`config.mk`:
```
export PLATFORM = sky130hd
export DESIGN_NAME = alu_exec
export DESIGN_NICKNAME = d
export VERILOG_FILES = /design/src/rtl/alu_exec.sv
export SDC_FILE = /design/constraint.sdc
export NUM_CORES = 1
export LEC_CHECK = 0
export ABC_AREA = 1
export ABC_CLOCK_PERIOD_IN_PS = 2980
export BUFFER_PORTS_ARGS = -buffer_cell sky130_fd_sc_hd__buf_4
export CAP_MARGIN = 15
export CORE_UTILIZATION = 45
export CTS_CLUSTER_SIZE = 30
export DETAILED_ROUTE_END_ITERATION = 10
export GPL_TIMING_DRIVEN = 0
export PLACE_DENSITY = 0.66
export SETUP_SLACK_MARGIN = 0.05
export SLEW_MARGIN = 20
export SYNTH_ARGS = -nofsm -noshare
export SYNTH_HDL_FRONTEND = slang
export SYNTH_SLANG_ARGS = --single-unit
```
`constraint.sdc`:
```
create_clock -name clk -period 2.98 [get_ports clk]
set_clock_uncertainty 0.1 [all_clocks]
set_input_delay 0.596 -clock clk [delete_from_list [all_inputs] [get_ports clk]]
set_output_delay 0.596 -clock clk [all_outputs]
set_load 0.005 [all_outputs]
```
`src/rtl/alu_exec.sv`:
```
// Execution core: drains the instruction FIFO, reads two register-file operands per
// instruction, computes the result and pushes it into the result FIFO.
module alu_exec #(
    parameter int unsigned DATA_W = 32,
    parameter int unsigned RF_AW  = 4,
    parameter int unsigned MUL_W  = 16
) (
    input  logic              clk,
    input  logic              reset_n,
    input  logic              start_i,
    input  logic              inst_empty_i,
    output logic              inst_rd_en_o,
    input  logic [DATA_W-1:0] inst_dout_i,
    output logic [RF_AW-1:0]  rf_addr_a_o,
    output logic [RF_AW-1:0]  rf_addr_b_o,
    input  logic [DATA_W-1:0] rf_data_a_i,
    input  logic [DATA_W-1:0] rf_data_b_i,
    input  logic              r_full_i,
    output logic              r_wr_en_o,
    output logic [DATA_W-1:0] r_din_o,
    output logic              busy_o,
    output logic              op_done_o,
    output logic              fault_o
);

    localparam int unsigned CntW = $clog2(MUL_W + 1);

    localparam logic [3:0] OpNop = 4'h0;
    localparam logic [3:0] OpNot = 4'h1;
    localparam logic [3:0] OpAnd = 4'h2;
    localparam logic [3:0] OpOr  = 4'h3;
    localparam logic [3:0] OpXor = 4'h4;
    localparam logic [3:0] OpAdd = 4'h5;
    localparam logic [3:0] OpSub = 4'h6;
    localparam logic [3:0] OpShl = 4'h7;
    localparam logic [3:0] OpShr = 4'h8;
    localparam logic [3:0] OpAsr = 4'h9;
    localparam logic [3:0] OpMul = 4'hA;

    typedef enum logic [3:0] {
        StIdle, StFetch, StLatch, StExec, StMul, StWrite, StNext, StDone, StFault
    } state_e;

    state_e            state_q;
    logic [15:0]       inst_q;
    logic [DATA_W-1:0] result_q;
    logic [DATA_W-1:0] mcand_q;
    logic [MUL_W-1:0]  mplier_q;
    logic [CntW-1:0]   cnt_q;
    logic              inst_rd_en_q;
    logic              op_done_q;
    logic              fault_q;

    logic [3:0]        op;
    logic [3:0]        shamt;
    logic [3:0]        new_op;
    logic [DATA_W-1:0] alu_res;
    logic              unused_inst_hi;

    assign op             = inst_q[15:12];
    assign shamt          = inst_q[3:0];
    assign new_op         = inst_dout_i[15:12];
    assign unused_inst_hi = ^inst_dout_i[DATA_W-1:16];

    always_comb begin
        alu_res = '0;
        case (op)
            OpNot:   alu_res = ~rf_data_a_i;
            OpAnd:   alu_res = rf_data_a_i & rf_data_b_i;
            OpOr:    alu_res = rf_data_a_i | rf_data_b_i;
            OpXor:   alu_res = rf_data_a_i ^ rf_data_b_i;
            OpAdd:   alu_res = rf_data_a_i + rf_data_b_i;
            OpSub:   alu_res = rf_data_a_i - rf_data_b_i;
            OpShl:   alu_res = rf_data_a_i << shamt;
            OpShr:   alu_res = rf_data_a_i >> shamt;
            OpAsr:   alu_res = $unsigned($signed(rf_data_a_i) >>> shamt);
            default: alu_res = '0;
        endcase
    end

    always_ff @(posedge clk or negedge reset_n) begin
        if (!reset_n) begin
            state_q      <= StIdle;
            inst_q       <= '0;
            result_q     <= '0;
            mcand_q      <= '0;
            mplier_q     <= '0;
            cnt_q        <= '0;
            inst_rd_en_q <= 1'b0;
            op_done_q    <= 1'b0;
            fault_q      <= 1'b0;
        end else begin
            inst_rd_en_q <= 1'b0;
            op_done_q    <= 1'b0;
            fault_q      <= 1'b0;
            unique case (state_q)
                StIdle: begin
                    if (start_i) begin
                        if (inst_empty_i) begin
                            state_q <= StFault;
                            fault_q <= 1'b1;
                        end else begin
                            state_q      <= StFetch;
                            inst_rd_en_q <= 1'b1;
                        end
                    end
                end
                StFetch: state_q <= StLatch;
                StLatch: begin
                    inst_q <= inst_dout_i[15:0];
                    cnt_q  <= '0;
                    if (new_op == OpNop) begin
                        state_q <= StNext;
                    end else if (new_op == OpMul) begin
                        state_q <= StMul;
                    end else if (new_op <= OpAsr) begin
                        state_q <= StExec;
                    end else begin
                        state_q <= StFault;
                        fault_q <= 1'b1;
                    end
                end
                StExec: begin
                    result_q <= alu_res;
                    state_q  <= StWrite;
                end
                StMul: begin
                    // Step 0 snapshots the operands; steps 1..MUL_W do one shift-add each.
                    if (cnt_q == '0) begin
                        mcand_q  <= {{(DATA_W-MUL_W){1'b0}}, rf_data_a_i[MUL_W-1:0]};
                        mplier_q <= rf_data_b_i[MUL_W-1:0];
                        result_q <= '0;
                        cnt_q    <= CntW'(1);
                    end else begin
                        if (mplier_q[0]) begin
                            result_q <= result_q + mcand_q;
                        end
                        mcand_q  <= mcand_q << 1;
                        mplier_q <= mplier_q >> 1;
                        if (cnt_q == CntW'(MUL_W)) begin
                            state_q <= StWrite;
                        end else begin
                            cnt_q <= cnt_q + CntW'(1);
                        end
                    end
                end
                StWrite: begin
                    if (!r_full_i) begin
                        state_q <= StNext;
                    end
                end
                StNext: begin
                    if (inst_empty_i) begin
                        state_q   <= StDone;
                        op_done_q <= 1'b1;
                    end else begin
                        state_q      <= StFetch;
                        inst_rd_en_q <= 1'b1;
                    end
                end
                StDone:  state_q <= StIdle;
                StFault: state_q <= StIdle;
                default: state_q <= StIdle;
            endcase
        end
    end

    // The push must see r_full in the same cycle, so it is decoded from state here.
    assign r_wr_en_o    = (state_q == StWrite) && !r_full_i;
    assign r_din_o      = result_q;
    assign busy_o       = (state_q != StIdle);
    assign inst_rd_en_o = inst_rd_en_q;
    assign op_done_o    = op_done_q;
    assign fault_o      = fault_q;
    assign rf_addr_a_o  = (state_q == StIdle) ? '0 : inst_q[8 +: RF_AW];
    assign rf_addr_b_o  = (state_q == StIdle) ? '0 : inst_q[4 +: RF_AW];

endmodule

```
==> reports/metrics.yaml <==
rr_startpoint: "inst_q[12]"
place.gp.congestion: 1.05
rsz0062_at_grt: "yes"
path_common_cell: "nand2_2"
drtIter0Drc: 2106
syn_area_sq_um: 15200
cts_buffers: 9
p_seq_frac: 0.130
switchingPower_mw: 12.3
dp_slack_ps: -1330
syn_inst: 2608
die_w_um: 186
ios: 146
powerDensity_nw_per_um2: 1060
drtPass1Iterations: 7
cts_buffer_depth: 2
crit_type: "primary input to flip-flop"
period_share: 1.17
async_flop_share: 1.00
multi_input_area_sq_um: 12300
ctsHoldBuffers: 0
vias: 19200
drv_cap: 0
slew_viol_final: 0
die_area_sq_um: 34600
fin_nets: 3050
place_hpwl_um: 56500
max_freq_ghz: 0.288
grt_pass1_wl_um: 103000
clockPowerShare: 0.065
ys.flop_type: "dfrtp_1"
crit_start: "rf_data_b_i[1]"
tightest_slew_ps: 938
die_height_um: 186
grt_max_degree: 109
io_buffer_count: 129
synthTopCellsByArea: "nand2_1, dfrtp_1, ha_1, inv_1, nand3_1"
finalCriticalPeriod_ps: 3470
tns_ps: -7040
grt_overflow: 0
reg2reg_depth: 22
power_mw: 20.6
grt_pass1_vias: 17200
start_kind: "primary input"
synth-edff-count: 0
grt_util_met1: 0.554
yosys_warnings: 0
ant_nets: 0
fin_ws_ps: -494
drc: 0
cp.arrival_ps: 3680
root_buffer: "clkbuf_16"
ys_seq_area_frac: 0.177
post_dp_cell_area_sq_um: 16900
synth_top_area_share: 0.208
combPwrFrac: 0.805
slew_headroom: 0.375
cpMaxStageDelayCell: "ha_4"
hold_path.class: "primary input to async pin"
antenna_cells: 0
ys_ff_latch: 108
cts_tree: "done"
htree_num_levels: 3
setup_violations: 29
syn_avg_cell_area_sq_um: 5.84
fin_area_sq_um: 19500
grt_util_met2: 0.593
worstPathRequired_ps: 3190
insertion_delay_ps: 370
core_area_sq_um: 33400
worstPathCellList: "buf_12 -> inv_16 -> ha_4 -> nand3_4 -> nor3_4 -> nand2_2 -> nor2_4 -> nand3_4 -> o21ai_4 -> o21ai_2 -> xor2_2 -> ha_4 -> nand2_2 -> nor3_2 -> nand2_1 -> inv_1 -> nand2_1 -> nand2_2 -> a21oi_1 -> nand2_1 -> nand3_2 -> nand2_4 -> nand2_2 -> a21oi_2"
final_util: 0.582
area_delta_synth_final_pct: 27.8
drive_above_1_share: 0.227
leakage_nw: 9.86
track_usage: 0.401
swShare: 0.599
regArea_sq_um: 2710
antenna_found_initial: 1
path_clk_slew_ps: 80
rows: 67
status: "complete, but fails checks"
path_max_fanout: 5
power.internal_mw: 8.24
met3_usage: 0.0869
synth.net_count: 2840
cp-end-kind: "flip-flop"
wire_per_inst_um: 21.9
finalHoldViolCount: 0
n_fill_cell: 3323
grt-busiest-layer: "met2"
yosysTopAreaCell: "nand2_1"
cpPeakStageDelay_ps: 310
failed_checks: "negative setup slack"
synth.distinct_cells: 61
irDropWorstVdd_uv: 597
start_util: 0.455
vias_per_cell: 5.87
cts.sinks: 108
finalWirelength_um: 71600
[sequential cells by signal (all words and copies together), names as in the netlist]
name / flops
mcand_q: 32
fault_o: 1
r_din_o: 32
mplier_q: 16
inst_q: 16
op_done_o: 1
cnt_q: 5
inst_rd_en_o: 1
state_q: 4
[power groups by stage]
stage / combinational [mW] / clock [mW] / sequential (mW)
final: 16.6 / 1.33 / 2.67
after global placement: 14.0 / 0 / 2.69
after CTS: 15.3 / 1.34 / 2.67
after floorplan: 9.37 / 0 / 2.55
after detailed placement: 14.1 / 0 / 2.71
after global routing: 17.8 / 1.40 / 2.75
[what timing repair did]
action / CTS / global route
gates resized for setup: 263 / 153
pin swaps: 88 / 98
setup buffers: 43 / 27
endpoints found under the setup margin: 31 / 30
cloned: 1 / 0
[per-stage QoR]
stage                     hold WS, ps  cells
after floorplan                   200   2608
after global placement            391   3185
after detailed placement          393   3185
after CTS                         309   3244
after global routing              312   3271
final                             173   3271
[final cells by class]
cell class,instances,area share
clock inverters,7,0.00527
inverters,344,0.0689
flip-flops and latches,108,0.139
repair buffers,200,0.0842
well taps,448,0.0288
multi-input cells,2063,0.632
plain buffers,92,0.0306
clock buffers,9,0.0116
[cells in the final DEF (no fill, tap or decap), types with 23 or more instances in the layout]
cell type / count
dfrtp_1: 104
o22ai_1: 31
ha_4: 24
o211ai_1: 23
ha_1: 101
o21ai_1: 46
nor2_4: 26
nor2_1: 227
a21oi_2: 37
inv_2: 28
buf_4: 193
buf_2: 39
inv_1: 305
a21oi_1: 117
nand2_4: 34
buf_6: 25
o21ai_0: 110
nand3_1: 204
nand2_2: 79
nand2_1: 744
[synthesized netlist by cell type, types with 5 or more instances]
master     count
a211oi_1       6
a21oi_1      156
a21oi_2        6
and2_1         7
buf_1          6
buf_2         40
buf_4         13
buf_6         15
clkbuf_1      18
dfrtp_1      108
ha_1         129
inv_1        327
inv_2         11
inv_4          5
nand2_1      845
nand2_2        9
nand3_1      230
nand3b_1      11
nand4_1       21
nor2_1       257
nor2_4         8
nor3_1        28
o2111ai_1      6
o211ai_1      23
o21a_1         9
o21ai_0      126
o21ai_1       41
o21ai_2        5
o21bai_1      10
o221ai_1      13
o22ai_1       31
xor2_1        31
[worst max-delay path: cells and delay by family]
kind | cells | cell delay [ps]
AO/OA/AOI/OAI | 4 | 460
XOR/XNOR | 1 | 200
adder cells (fa/ha/maj) | 2 | 450
buffers and inverters | 3 | 240
AND/OR/NAND/NOR | 14 | 1710
[per-layer routing]
| layer | routed length, um | vias up |
|---|---|---|
| met5 | 0 | - |
| met1 | 30300 | 9005 |
| met2 | 30100 | 1114 |
| li1 | - | 8900 |
| met4 | 3390 | 0 |
| met3 | 7750 | 178 |
[cells by family after synthesis]
group | Yosys count | synth area share
buffers and inverters | 437 | 0.123
xor gates and xnor gates | 32 | 0.0184
DFF | 108 | 0.177
AOI/OAI and AO/OA | 454 | 0.173
adders and majority gates | 131 | 0.109
and+or+nand+nor | 1446 | 0.400
[worst paths after layout]
check | slack [ps] | end
hold / removal | 170 | r_din_o[26]
setup reg to reg | -390 | r_din_o[31]
hold reg to reg | 420 | mplier_q[0]
max in group asynchronous | 1860 | inst_q[12]
setup / recovery | -490 | r_din_o[31]
min in group clk | 330 | inst_q[1]
No activity file was read; power rests on OpenSTA's default activity.
